`src/rtl/fwd_operand_pipe.sv`:
```
// fwd_operand_pipe: resolves one source operand against NSTAGE producer
// stages and the register file. The youngest matching producer wins, and a
// pending winner raises HAZARD. The operand is delivered through a
// registered output stage that is aware of stall and flush.
// Optional build macro: FWD_OPERAND_STATS_EN enables the forwarded-operand
// counter on FWD_COUNT. Without it, FWD_COUNT is tied to zero.
module fwd_operand_pipe #(
    parameter int XLEN   = 32,
    parameter int REGW   = 5,
    parameter int NSTAGE = 2,
    parameter int SELW   = $clog2(NSTAGE + 1)
) (
    input  logic                     CLK,
    input  logic                     RST,
    input  logic                     STALL,
    input  logic                     FLUSH,
    input  logic                     IN_VALID,
    input  logic [REGW-1:0]          RS_ADDR,
    input  logic [XLEN-1:0]          RF_DATA,
    input  logic [NSTAGE-1:0]        FWD_WE,
    input  logic [NSTAGE-1:0]        FWD_PEND,
    input  logic [NSTAGE*REGW-1:0]   FWD_RD,
    input  logic [NSTAGE*XLEN-1:0]   FWD_DATA,
    output logic                     HAZARD,
    output logic                     OUT_VALID,
    output logic [XLEN-1:0]          OUT_DATA,
    output logic [SELW-1:0]          OUT_SEL,
    output logic [31:0]              FWD_COUNT
);

    typedef enum logic {
        ST_IDLE,
        ST_WAIT
    } state_t;

    state_t            r_state;
    state_t            w_state_nxt;
    logic              w_found;
    logic              w_win_pend;
    logic [XLEN-1:0]   w_data;
    logic [SELW-1:0]   w_sel;
    logic              w_capture;

    // Priority pick: the first (youngest) matching stage wins; x0 never forwards
    always_comb begin
        w_found    = 1'b0;
        w_win_pend = 1'b0;
        w_data     = RF_DATA;
        w_sel      = '0;
        for (int unsigned k = 0; k < NSTAGE; k++) begin
            if (!w_found && FWD_WE[k] &&
                (FWD_RD[k*REGW +: REGW] == RS_ADDR) && (RS_ADDR != '0)) begin
                w_found    = 1'b1;
                w_win_pend = FWD_PEND[k];
                w_data     = FWD_DATA[k*XLEN +: XLEN];
                w_sel      = SELW'(k + 1);
            end
        end
    end

    assign HAZARD    = IN_VALID && w_found && w_win_pend;
    assign w_capture = IN_VALID && !HAZARD;

    // Next-state logic: flush forces IDLE, stall holds, otherwise follow HAZARD
    always_comb begin
        w_state_nxt = r_state;
        if (FLUSH) begin
            w_state_nxt = ST_IDLE;
        end else if (!STALL) begin
            case (r_state)
                ST_IDLE: if (IN_VALID && HAZARD) w_state_nxt = ST_WAIT;
                ST_WAIT: if (!HAZARD)            w_state_nxt = ST_IDLE;
                default:                         w_state_nxt = ST_IDLE;
            endcase
        end
    end

    // State register
    always_ff @(posedge CLK or posedge RST) begin
        if (RST) r_state <= ST_IDLE;
        else     r_state <= w_state_nxt;
    end

    // Output stage: flush clears, stall holds, otherwise capture the select result
    always_ff @(posedge CLK or posedge RST) begin
        if (RST) begin
            OUT_VALID <= 1'b0;
            OUT_DATA  <= '0;
            OUT_SEL   <= '0;
        end else if (FLUSH) begin
            OUT_VALID <= 1'b0;
            OUT_DATA  <= '0;
            OUT_SEL   <= '0;
        end else if (!STALL) begin
            OUT_VALID <= w_capture;
            if (w_capture) begin
                OUT_DATA <= w_data;
                OUT_SEL  <= w_sel;
            end
        end
    end

`ifdef FWD_OPERAND_STATS_EN
    logic [31:0] r_fwd_count;

    // Saturating count of captured operands taken from a producer stage
    always_ff @(posedge CLK or posedge RST) begin
        if (RST) begin
            r_fwd_count <= '0;
        end else if (!FLUSH && !STALL && w_capture && (w_sel != '0) &&
                     (r_fwd_count != '1)) begin
            r_fwd_count <= r_fwd_count + 32'd1;
        end
    end

    assign FWD_COUNT = r_fwd_count;
`else
    assign FWD_COUNT = '0;
`endif

endmodule

```
`config.mk`:
```
export PLATFORM = sky130hd
export DESIGN_NAME = fwd_operand_pipe
export DESIGN_NICKNAME = d
export VERILOG_FILES = /design/src/rtl/fwd_operand_pipe.sv
export SDC_FILE = /design/constraint.sdc
export NUM_CORES = 1
export LEC_CHECK = 0
export CAP_MARGIN = 20
export CORE_MARGIN = 5
export CORE_UTILIZATION = 37
export CTS_BUF_LIST = sky130_fd_sc_hd__clkbuf_8
export CTS_CLUSTER_DIAMETER = 30
export DETAILED_ROUTE_END_ITERATION = 8
export PLACE_DENSITY = 0.88
export SYNTH_ARGS = -nofsm -noshare
export SYNTH_HDL_FRONTEND = slang
export SYNTH_SLANG_ARGS = --single-unit
```
`constraint.sdc`:
```
create_clock -name CLK -period 5.85 [get_ports CLK]
set_input_delay 0.585 -clock CLK [delete_from_list [all_inputs] [get_ports CLK]]
set_output_delay 0.585 -clock CLK [all_outputs]
set_load 0.1 [all_outputs]
```
# --- Yosys cells after proc, flatten, opt, wreduce, memory -nomap -nowiden ---
# Cells that the tools add are included.
op_classes:
  eq_ne: 3
  n_mux: 16
  reduce_logical: 13
ops:
  columns: ["op", "count"]
  rows:
  - ["two-way mux 32 bit", 5]
  - ["== test 5 bit", 2]
  - ["logical AND 1 bit", 8]
  - ["two-way mux 2 bit", 4]
  - ["two-way mux 1 bit", 7]
  - ["nonzero test 5 bit", 1]
  - ["zero test 1 bit", 2]
  - ["inequality test 2 x 1 -> 1 bit, second input constant", 1]
  - ["AND reduction 2 bit", 1]
  - ["nonzero test 2 bit", 1]
word_totals:
  ff_bits: 35
  input_bits: 120
  word_cells: 35

# --- Longest topological paths before layout ---
# Gate-level depths: netlist of the first run.
depth:
  ltp_word: 16
  depth_mapped: 8
  mapped_depth_nobuf: 6

# --- Least setup slack after synthesis of the first run ---
# No wires, ideal clock.
synth_path:
  path_kind: "in2out"
  from: "input RS_ADDR[2]"
  to: "output HAZARD"
  arrival_time_ns: 3.475
  required_ns: 5.265
  slack_ns: 1.790
  cell_stages: 7
  path_cell_list: "or4_1 nor2_1 or3_1 buf_2 buf_1 nand3_1 a21boi_1"
synth_via:
  elab_chain_cells: 11
  elab_cells_between_ends: 15
  cone_classes: "2 x eq/ne; 4 x mux; 9 x reduce/logical"
synth_rtl:
  columns: ["item", "line_no", "text"]
  rows:
  - ["start: declaration", "18", "input logic [REGW-1:0] RS_ADDR,"]
  - ["== test 5 bit", "52", "(FWD_RD[k*REGW +: REGW] == RS_ADDR) && (RS_ADDR != '0)) begin"]
  - ["logical AND 1 bit", "51", "if (!w_found && FWD_WE[k] &&"]
  - ["logical AND 1 bit", "52", null]
  - ["two-way mux 1 bit", "51", null]
  - ["zero test 1 bit", "51", null]
  - ["logical AND 1 bit (2 in a row)", "51", null]
  - ["logical AND 1 bit", "52", null]
  - ["two-way mux 1 bit", "51", null]
  - ["logical AND 1 bit", "61", "assign HAZARD = IN_VALID && w_found && w_win_pend;"]
  - ["logical AND 1 bit *", "61", null]
  - ["end: declaration", "24", "output logic HAZARD,"]
# Every way passes the cells marked *; elsewhere a longest branch is shown, timed or not.

# --- Worst setup path in the final report of the first run ---
layout_path:
  from: "input RS_ADDR[0]"
  to: "output HAZARD"
# Same word-level chain as after synthesis.

==> qor.csv, run 1 <==
stage,metric,value,unit
outcome,outcome,"finished, final reports clean",
drt,wl_per_cell,15.7,um
global_route,track_usage,0.177,
clock_network,clkSinkCount,35,
sta,layout_min_cycle_time,4.23,ns
worst_hold_path,hold_class,flop to flop,
global_route,grt_overflow,0,
yosys,netlist_instances,248,
placed_design,place_congestion,0.844,
drt,drtPass1Iterations,4,
yosys,syn-cell-area,2360,um2
yosys,synth_edf_count,0,
worst_setup_path,ff2ff_path_depth,1,
worst_setup_path,required,5.27,ns
sta,hold_slack,0.508,ns
power,finalPower,834,uW
clock_network,cts.path.max_buffers,2,
drt,route.detailed.drc,0,
run,drv_cap,0,
sta,tns,0,ns
finish,fill_cells,537,
worst_setup_path,reg2reg_to,OUT_DATA[15]$_DFFE_PP0P_,
finish,antenna_cells,0,
global_route,antenna_found_initial,0,
clock_network,clockRootBuffer,clkbuf_8,
worst_setup_path,startpoint_type,primary input,
floorplan,start_util,0.375,
sta,setup-violations-final,0,
worst_setup_path,r2r_slack,5.13,ns
worst_setup_path,critPathKind,primary input to primary output,
floorplan,core-area,6280,um2
sta,clock-skew-final,0,ns
clock_network,cts.repair.resized,0,
floorplan,ios,188,
yosys,synth.distinct_cells,26,
floorplan,die_h,89.8,um
worst_setup_path,cp-end-kind,primary output,
placed_design,port_buffers,155,
placed_design,dp_slack,1.61,ns
worst_hold_path,holdPathEnd,OUT_DATA[11]$_DFFE_PP0P_,
clock_network,tritoncts,built,
sta,drv_slew,0,
power,power.density,211,nW/um2
sta,fmax,236,MHz
sta,tightest_slew,1.00,ns
drt,vias_per_cell,4.88,
floorplan,die_x,89.8,um
yosys,synthArstFlopShare,1.00,
drt,drtIter0Drc,64,
floorplan,dieArea,8060,um2
yosys,seq_area_frac_synth,0.372,
clock_network,postCtsHoldBufs,0,
clock_network,postCtsSetupBuffers,0,
global_route,grt_first_pass_wirelength,12000,um
clock_network,htree_levels,2,
sta,hold_viol,0,
sta,rsz0062_at_grt,no,
clock_network,clk_pin_slew,0.07,ns
power,power.leakage,0.00162,uW
finish,drive_above_1_share,0.0477,
sta,final.period_utilization,0.723,
yosys,ys_seq_elements,35,
power,vdd_drop_max,0.145,mV
finish,nets,517,
worst_setup_path,rr_startpoint,OUT_DATA[15]$_DFFE_PP0P_,
placed_design,dp_hpwl,5860,um
drt,ant_nets,0,
sta,fin_ws,1.62,ns
worst_hold_path,hold_depth,1,
finish,area_growth,67.6,%
clock_network,cts_buffers,5,
worst_setup_path,crit_fanout,34,
yosys,ys_warn_count,0,
yosys,yosys_most_used_dff,dfrtp_1,
floorplan,placementRows,29,
worst_setup_path,cp.arrival,3.64,ns
global_route,grt_max_degree,66,
finish,post-route-util,0.629,
drt,via_count,2318,
sta,slew_headroom,0.330,
drt,wirelength,7470,um
global_route,grt_pass1_vias,2429,
clock_network,insertion_delay,0.28,ns
yosys,avgSynthCellArea,9.50,um2
worst_hold_path,hold_start,OUT_DATA[11]$_DFFE_PP0P_,
-- critical path, stage by stage --
cell and delay (ns):
clkdlybuf4s50_1 0.58, xnor2_1 0.16, nand4_1 0.21, nor2_4 0.14, buf_4 0.49, nand3_1 0.16, a21boi_1 0.16, clkdlybuf4s50_1 1.15
-- stage by stage --
| step | instance area, um2 | instances |
|---|---|---|
| floorplan | 2470 | 279 |
| global placement | 3830 | 467 |
| detailed placement | 3830 | 467 |
| CTS | 3950 | 475 |
| global route | 3950 | 475 |
| finish | 3950 | 475 |
-- registers in the layout, indices dropped and copies added, names as in the netlist --
signal,flops
OUT_DATA,32
OUT_SEL,2
OUT_VALID,1
-- worst max path at each step --
| stage | from | endpoint | slack, ns | depth (start not counted) |
|---|---|---|---|---|
| 2_1_floorplan | RS_ADDR[2] | HAZARD | 1.79 | 7 |
| 3_3_place_gp | RS_ADDR[0] | HAZARD | 1.76 | 8 |
| 3_5_place_dp | RS_ADDR[0] | HAZARD | 1.61 | 8 |
| 4_1_cts | RS_ADDR[0] | HAZARD | 1.61 | 8 |
| 5_1_grt | RS_ADDR[0] | HAZARD | 1.51 | 8 |
| 6_report | RS_ADDR[0] | HAZARD | 1.62 | 8 |
-- per-layer routing --
layer	track usage	vias up	share of wire
met1	0.206	1086	0.39
met3	0.0568	9	0.093
met5	0	-	0
met2	0.318	108	0.51
met4	0.0302	0	0.0076
li1	-	1115	-
-- placed cells by master, fill, tap and decap left out, types with 2 or more instances in the layout --
cell               n
a21oi_1           33
a22o_1            32
buf_4              5
clkbuf_8           6
clkdlybuf4s50_1  155
conb_1            32
dfrtp_1           35
mux2i_1           34
nand2_1            2
nand4_1            2
nor2_1            36
nor3_1             2
xnor2_1           10
-- cells by family after synthesis --
family / share of synthesized area
AO/OA/AOI/OAI: 0.209
XOR/XNOR: 0.0372
buffers and inverters: 0.145
flip-flops: 0.372
multiplexers: 0.144
other: 0.00159
AND/OR/NAND/NOR: 0.0913
-- power by group --
part / internal, uW / switching (uW) / total (uW)
clock network: 138 / 82.7 / 221
logic: 118 / 235 / 353
registers: 254 / 6.74 / 261
-- cell type report --
type | count | area, um2 | share of cell area
clock buffer | 6 | 82.6 | 0.0209
clock inverter | 2 | 35.0 | 0.00887
inverter | 1 | 3.75 | 0.000951
multi-input combinational | 194 | 1270 | 0.321
sequential | 35 | 876 | 0.222
tap | 77 | 96.3 | 0.0244
timing repair buffer | 160 | 1590 | 0.402
-- cell usage after synthesis, types with 2 or more instances --
cell type | instances | area [um2]
nor2_1 | 37 | 139
dfrtp_1 | 35 | 876
mux2i_1 | 34 | 340
a21oi_1 | 33 | 165
a22o_1 | 32 | 280
buf_4 | 32 | 240
xnor2_1 | 10 | 87.6
buf_2 | 9 | 45.0
clkbuf_1 | 4 | 15.0
buf_6 | 3 | 33.8
nand2_1 | 2 | 7.51
nand4_1 | 2 | 12.5
nor3_1 | 2 | 10.0
No activity file was read; power rests on OpenSTA's default activity.
==> inputs of run 2 (changes only) <==
--- a/config.mk
+++ b/config.mk
@@ -7,11 +7,11 @@
 export LEC_CHECK = 0
 export CAP_MARGIN = 20
 export CORE_MARGIN = 5
-export CORE_UTILIZATION = 37
+export CORE_UTILIZATION = 31
 export CTS_BUF_LIST = sky130_fd_sc_hd__clkbuf_8
 export CTS_CLUSTER_DIAMETER = 30
 export DETAILED_ROUTE_END_ITERATION = 8
-export PLACE_DENSITY = 0.88
+export PLACE_DENSITY = 0.78
 export SYNTH_ARGS = -nofsm -noshare
 export SYNTH_HDL_FRONTEND = slang
 export SYNTH_SLANG_ARGS = --single-unit
==> constraint.sdc (replaced) <==
create_clock -name CLK -period 3.8 [get_ports CLK]
set_input_delay 0.38 -clock CLK [delete_from_list [all_inputs] [get_ports CLK]]
set_output_delay 0.38 -clock CLK [all_outputs]
set_load 0.1 [all_outputs]
==> run 2 against run 1 <==
Compared with the run above:
- global-route usage fell by 2.4 points
- highest routed layer unchanged
- sequential share of layout area fell by 0.24 points
- worst hold slack got worse by 0.019 ns
- cell area rose by 1.1%
- total power rose by 47%
- combinational power rose by 53%
- count of clock-buffer cells in the layout rose by 1
- largest power group unchanged
- setup slack got worse by 0.96 ns
- sequential power rose by 54%
- non-clock buffer count rose by 3
- cell count rose by 5.3%
- first-iteration DRC count fell by 38%
==> qor.csv, run 2 (same netlist as run 1, synthesis figures left out) <==
stage,metric,value,unit,change
outcome,outcome,"finished, final reports clean",,
drt,wirelength,7150,um,-4.3%
worst_setup_path,startpoint_type,primary input,,
clock_network,cts_buffers,5,,unchanged
sta,hold_viol,0,,unchanged
global_route,antenna_found_initial,0,,unchanged
clock_network,clockRootBuffer,clkbuf_8,,
power,power.leakage,0.00163,uW,+0.87%
placed_design,place_congestion,0.940,,+11%
global_route,grt_overflow,0,,unchanged
finish,area_growth,69.4,%,
global_route,grt_first_pass_wirelength,12000,um,-0.69%
clock_network,htree_levels,2,,unchanged
sta,slew_headroom,0.331,,+0.00115
worst_setup_path,required,3.42,ns,-1.85 ns
finish,drive_above_1_share,0.0549,,+0.00712
sta,setup-violations-final,0,,unchanged
worst_setup_path,crit_fanout,37,,+8.8%
finish,fill_cells,653,,+22%
drt,drtIter0Drc,40,,-38%
power,power.density,307,nW/um2,+45%
sta,tns,0,ns,unchanged
worst_setup_path,cp-end-kind,primary output,,
floorplan,core-area,7330,um2,+17%
drt,wl_per_cell,14.3,um,-9.1%
global_route,grt_max_degree,38,,-42%
floorplan,die_h,97.2,um,+8.2%
finish,antenna_cells,0,,unchanged
clock_network,clkSinkCount,35,,unchanged
clock_network,cts.repair.resized,0,,unchanged
sta,fmax,319,MHz,
clock_network,postCtsHoldBufs,0,,unchanged
worst_hold_path,hold_class,primary input to async pin,,
floorplan,ios,188,,unchanged
clock_network,clk_pin_slew,0.07,ns,about the same
sta,hold_slack,0.489,ns,-0.0187 ns
floorplan,die_x,97.2,um,+8.2%
finish,layout_commonest_cell,clkdlybuf4s50_1,,
finish,top_register,OUT_DATA,,
finish,mostFrequentLayoutCells,"clkdlybuf4s50_1, nor2_1, dfrtp_1",,
clock_network,postCtsSetupBuffers,0,,unchanged
worst_setup_path,critPathKind,primary input to primary output,,
finish,nets,520,,+0.58%
clock_network,cts.path.max_buffers,2,,unchanged
drt,route.detailed.drc,0,,unchanged
run,drv_cap,0,,unchanged
clock_network,tritoncts,built,,
finish,reg_top3,"OUT_DATA (32), OUT_SEL (2), OUT_VALID (1)",,
floorplan,placementRows,31,,+6.9%
drt,via_count,2275,,-1.9%
sta,drv_slew,0,,unchanged
worst_setup_path,cp.arrival,2.75,ns,-0.89 ns
sta,layout_min_cycle_time,3.13,ns,
placed_design,port_buffers,155,,unchanged
sta,clock-skew-final,0,ns,unchanged
placed_design,dp_hpwl,5910,um,+0.92%
sta,final.period_utilization,0.825,,
clock_network,insertion_delay,0.27,ns,about the same
sta,tightest_slew,1.00,ns,-0.00172 ns
drt,vias_per_cell,4.55,,-6.8%
drt,ant_nets,0,,unchanged
sta,rsz0062_at_grt,no,,
power,vdd_drop_max,0.124,mV,-15%
global_route,grt_pass1_vias,2457,,+1.2%
floorplan,start_util,0.321,,-0.0539
finish,largest_reg_flops,32,,unchanged
drt,drtPass1Iterations,4,,unchanged
global_route,track_usage,0.153,,-0.0237
floorplan,dieArea,9440,um2,+17%
## run 2: path summary, 6_finish.rpt
path	start	to	slack (ns)	cells past startpoint
worst max-delay path	RS_ADDR[3]	HAZARD	0.67	8
worst min-delay path	RST	OUT_DATA[24]$_DFFE_PP0P_	0.49	3
worst max register to register	OUT_DATA[15]$_DFFE_PP0P_	OUT_DATA[15]$_DFFE_PP0P_	3.08	1
worst min register to register	OUT_DATA[23]$_DFFE_PP0P_	OUT_DATA[23]$_DFFE_PP0P_	0.50	1
max in group asynchronous	RST	OUT_DATA[13]$_DFFE_PP0P_	3.00	3
min in group CLK	OUT_DATA[23]$_DFFE_PP0P_	OUT_DATA[23]$_DFFE_PP0P_	0.50	1
## run 2: layout make-up
cell class                 count  area, um2  share of cell area
timing repair buffer         163       1620               0.406
multi-input combinational    194       1270               0.317
sequential                    35        876               0.219
tap                           99        124              0.0310
clock buffer                   7       96.3              0.0241
clock inverter                 1       3.75            0.000940
inverter                       1       3.75            0.000940
## run 2: metrics by stage
| stage | setup slack (ns) | utilization | instance area [um2] | total power [uW] | cells |
|---|---|---|---|---|---|
| after global placement | 0.733 | 0.531 | 3890 | 946 | 492 |
| after CTS | 0.658 | 0.544 | 3990 | 1240 | 500 |
| after global routing | 0.529 | 0.544 | 3990 | 1280 | 500 |
| after floorplan | 0.150 | - | 2470 | 790 | 279 |
| after detailed placement | 0.659 | 0.531 | 3890 | 951 | 492 |
| final | 0.666 | 0.544 | 3990 | 1230 | 500 |
## run 2: power breakdown
| group | internal, uW | leakage, uW | switching [uW] |
|---|---|---|---|
| logic | 182 | 0.00110 | 359 |
| clock network | 163 | 0.0000557 | 121 |
| registers | 391 | 0.000476 | 10.4 |
| total | 736 | 0.00163 | 490 |
## run 2: worst max-delay path, stage by stage
cell and delay [ns]:
clkdlybuf4s50_1 0.48, or4_1 0.58, nor2_1 0.19, or3_2 0.20, buf_4 0.33, nand3_1 0.13
a21boi_1 0.24, buf_12 0.21
## run 2: routing by layer
metal	share of wire	global-route usage	up-vias
met3	0.10	0.0625	4
met2	0.50	0.263	116
met5	0	0	-
met4	0.0080	0.0324	0
met1	0.39	0.179	1034
li1	-	-	1121
==> inputs of run 3 (changes only) <==
--- a/config.mk
+++ b/config.mk
@@ -7,11 +7,11 @@
 export LEC_CHECK = 0
 export CAP_MARGIN = 20
 export CORE_MARGIN = 5
-export CORE_UTILIZATION = 31
+export CORE_UTILIZATION = 34
 export CTS_BUF_LIST = sky130_fd_sc_hd__clkbuf_8
 export CTS_CLUSTER_DIAMETER = 30
 export DETAILED_ROUTE_END_ITERATION = 8
-export PLACE_DENSITY = 0.78
+export PLACE_DENSITY = 0.82
 export SYNTH_ARGS = -nofsm -noshare
 export SYNTH_HDL_FRONTEND = slang
 export SYNTH_SLANG_ARGS = --single-unit
==> constraint.sdc (replaced) <==
create_clock -name CLK -period 3.2 [get_ports CLK]
set_input_delay 0.32 -clock CLK [delete_from_list [all_inputs] [get_ports CLK]]
set_output_delay 0.32 -clock CLK [all_outputs]
set_load 0.1 [all_outputs]
==> run 3 against run 2 <==
Compared with the run above:
- clock power is 42% higher
- worst hold slack worse by 0.067 ns
- sequential share of layout area about the same
- non-clock buffer count up 1
- flip-flop and latch count did not move
- clock skew did not move
- cell count is 3.6% lower
- critical path type unchanged
- largest cell class unchanged
- largest power group unchanged
- highest routed layer unchanged
==> qor.csv, run 3 (same netlist as run 1, synthesis figures left out) <==
stage,metric,value,unit,change
worst_setup_path,reg2reg_to,OUT_DATA[3]$_DFFE_PP0P_,,
finish,mostFrequentLayoutCells,"clkdlybuf4s50_1, nor2_1, dfrtp_1",,
worst_setup_path,r2r_slack,2.48,ns,-0.60 ns
worst_setup_path,startpoint_type,primary input,,
power,comb_power_share,0.424,,-0.017
worst_setup_path,cp.arrival,2.28,ns,-0.47 ns
sta,drv_slew,0,,unchanged
sta,rsz0062_at_grt,no,,
finish,fill_cells,628,,-3.8%
finish,final_cells,482,,-3.6%
drt,drtIter0Drc,57,,+43%
sta,setup-violations-final,0,,unchanged
finish,drive_above_1_share,0.0622,,+0.00733
finish,antenna_cells,0,,unchanged
floorplan,ios,188,,unchanged
clock_network,cts.repair.resized,0,,unchanged
power,p_seq_frac,0.313,,-0.014
clock_network,insertion_delay,0.27,ns,about the same
worst_setup_path,critPathKind,primary input to primary output,,
clock_network,tritoncts,built,,
sta,clock-skew-final,0,ns,unchanged
clock_network,clk_pin_slew,0.07,ns,about the same
clock_network,cts_buffers,5,,unchanged
global_route,grt_overflow,0,,unchanged
finish,nets,521,,+0.19%
clock_network,postCtsHoldBufs,0,,unchanged
global_route,grt_pass1_vias,2371,,-3.5%
finish,reg_top3,"OUT_DATA (32), OUT_SEL (2), OUT_VALID (1)",,
clock_network,postCtsSetupBuffers,0,,unchanged
power,power.leakage,0.00164,uW,+0.64%
sta,fmax,384,MHz,
sta,hold_slack,0.422,ns,-0.0674 ns
worst_setup_path,required,2.88,ns,-0.54 ns
drt,wirelength,7480,um,+4.6%
power,p_switching,591,uW,+21%
floorplan,placementRows,30,,-3.2%
global_route,grt_first_pass_wirelength,11600,um,-2.9%
drt,drtPass1Iterations,3,,-1
sta,tightest_slew,1.00,ns,+0.00489 ns
run,drv_cap,0,,unchanged
worst_setup_path,slowest_delay,0.58,ns,about the same
clock_network,cts.path.max_buffers,2,,unchanged
worst_setup_path,ff2ff_path_depth,1,,unchanged
drt,wl_per_cell,15.5,um,+8.5%
floorplan,start_util,0.349,,+0.0273
drt,vias_per_cell,4.79,,+5.4%
global_route,track_usage,0.166,,+0.0127
drt,via_count,2311,,+1.6%
floorplan,dieArea,8690,um2,-7.9%
power,power.density,381,nW/um2,+24%
drt,ant_nets,0,,unchanged
sta,tns,0,ns,unchanged
sta,final.period_utilization,0.813,,
finish,largest_reg_flops,32,,unchanged
power,p_clk_frac,0.263,,+0.032
finish,area_growth,69.6,%,
worst_setup_path,cp-end-kind,primary output,,
clock_network,htree_levels,2,,unchanged
placed_design,numPlacedInstances,474,,-3.7%
power,vdd_drop_max,0.166,mV,+34%
placed_design,dp_hpwl,6270,um,+6.1%
worst_setup_path,crit_fanout,4,,-89%
placed_design,place_congestion,0.761,,-19%
floorplan,core-area,6760,um2,-7.8%
clock_network,clkSinkCount,35,,unchanged
outcome,outcome,"finished, final reports clean",,
global_route,grt_max_degree,35,,-7.9%
finish,layout_commonest_cell,clkdlybuf4s50_1,,
drt,route.detailed.drc,0,,unchanged
finish,top_register,OUT_DATA,,
sta,hold_viol,0,,unchanged
global_route,antenna_found_initial,0,,unchanged
worst_hold_path,hold_class,primary input to async pin,,
power,swShare,0.388,,-0.0122
power,p_int,934,uW,+27%
floorplan,die_x,93.2,um,-4.0%
floorplan,die_h,93.2,um,-4.0%
worst_setup_path,cp_slowest_cell,or4_1,,
sta,slew_headroom,0.328,,-0.00327
placed_design,port_buffers,155,,unchanged
worst_setup_path,rr_startpoint,OUT_DATA[3]$_DFFE_PP0P_,,
worst_setup_path,crit_start,RS_ADDR[2],,
sta,layout_min_cycle_time,2.60,ns,
worst_setup_path,path_cells,clkdlybuf4s50_1 -> or4_1 -> nor2_1 -> or3_2 -> nand3_1 -> a21boi_2 -> buf_12,,
clock_network,clockRootBuffer,clkbuf_8,,
worst_setup_path,critPathCapture,HAZARD,,
## run 3: cell count changes in the layout (fill, tap and decap cells not counted)
cell,change
a21boi_1,-1
bufinv_16,+1
clkbuf_8,-1
a21boi_2,+1
inv_1,-1
clkinv_2,+1
buf_4,+1
## run 3: area by class of cell
class                   instances  area [um2]  area share
flip-flops and latches         35         876       0.219
clock buffers                   6        82.6      0.0207
inverters                       1        3.75    0.000939
repair buffers                164        1630       0.408
multi-input cells             194        1270       0.318
clock inverters                 2        35.0     0.00877
well taps                      80         100      0.0250
## run 3: metrics by stage
| stage | total power (uW) | cell area (um2) | utilization | setup slack (ns) |
|---|---|---|---|---|
| detailed placement | 1130 | 3880 | 0.574 | 0.326 |
| global route | 1590 | 4000 | 0.591 | 0.471 |
| floorplan | 938 | 2480 | - | 0.142 |
| global placement | 1130 | 3880 | 0.574 | 0.415 |
| finish | 1520 | 4000 | 0.591 | 0.598 |
| CTS | 1540 | 4000 | 0.591 | 0.586 |
## run 3: worst min-delay path by stage
stage	from	cells after the start	slack, ns	endpoint
floorplan	FLUSH	1	0.39	OUT_SEL[0]$_DFFE_PP0P_
global placement	OUT_DATA[30]$_DFFE_PP0P_	1	0.49	OUT_DATA[30]$_DFFE_PP0P_
detailed placement	OUT_DATA[6]$_DFFE_PP0P_	1	0.49	OUT_DATA[6]$_DFFE_PP0P_
CTS	RST	2	0.45	OUT_DATA[2]$_DFFE_PP0P_
global route	RST	2	0.47	OUT_DATA[7]$_DFFE_PP0P_
finish	RST	2	0.42	OUT_DATA[2]$_DFFE_PP0P_
## run 3: layer usage
layer	routed length [um]	GRT usage	vias to the layer above	share of wire
met2	3730	0.294	116	0.50
li1	-	-	1119	-
met5	0	0	-	0
met4	76	0.0440	0	0.010
met1	2780	0.180	1069	0.37
met3	886	0.0700	7	0.12
## run 3: worst max-delay path, delay by kind of cell
family / cells / cell delay (ns)
buffers and inverters: 2 / 0.66
AOI/OAI and AO/OA: 1 / 0.19
and+or+nand+nor: 4 / 1.09
## run 3: power groups by stage
stage / clock, uW / sequential [uW] / combinational [uW]
after floorplan: 0 / 644 / 295
after global placement: 0 / 484 / 641
after detailed placement: 0 / 484 / 649
after CTS: 415 / 477 / 650
after global routing: 437 / 479 / 673
final: 401 / 477 / 646
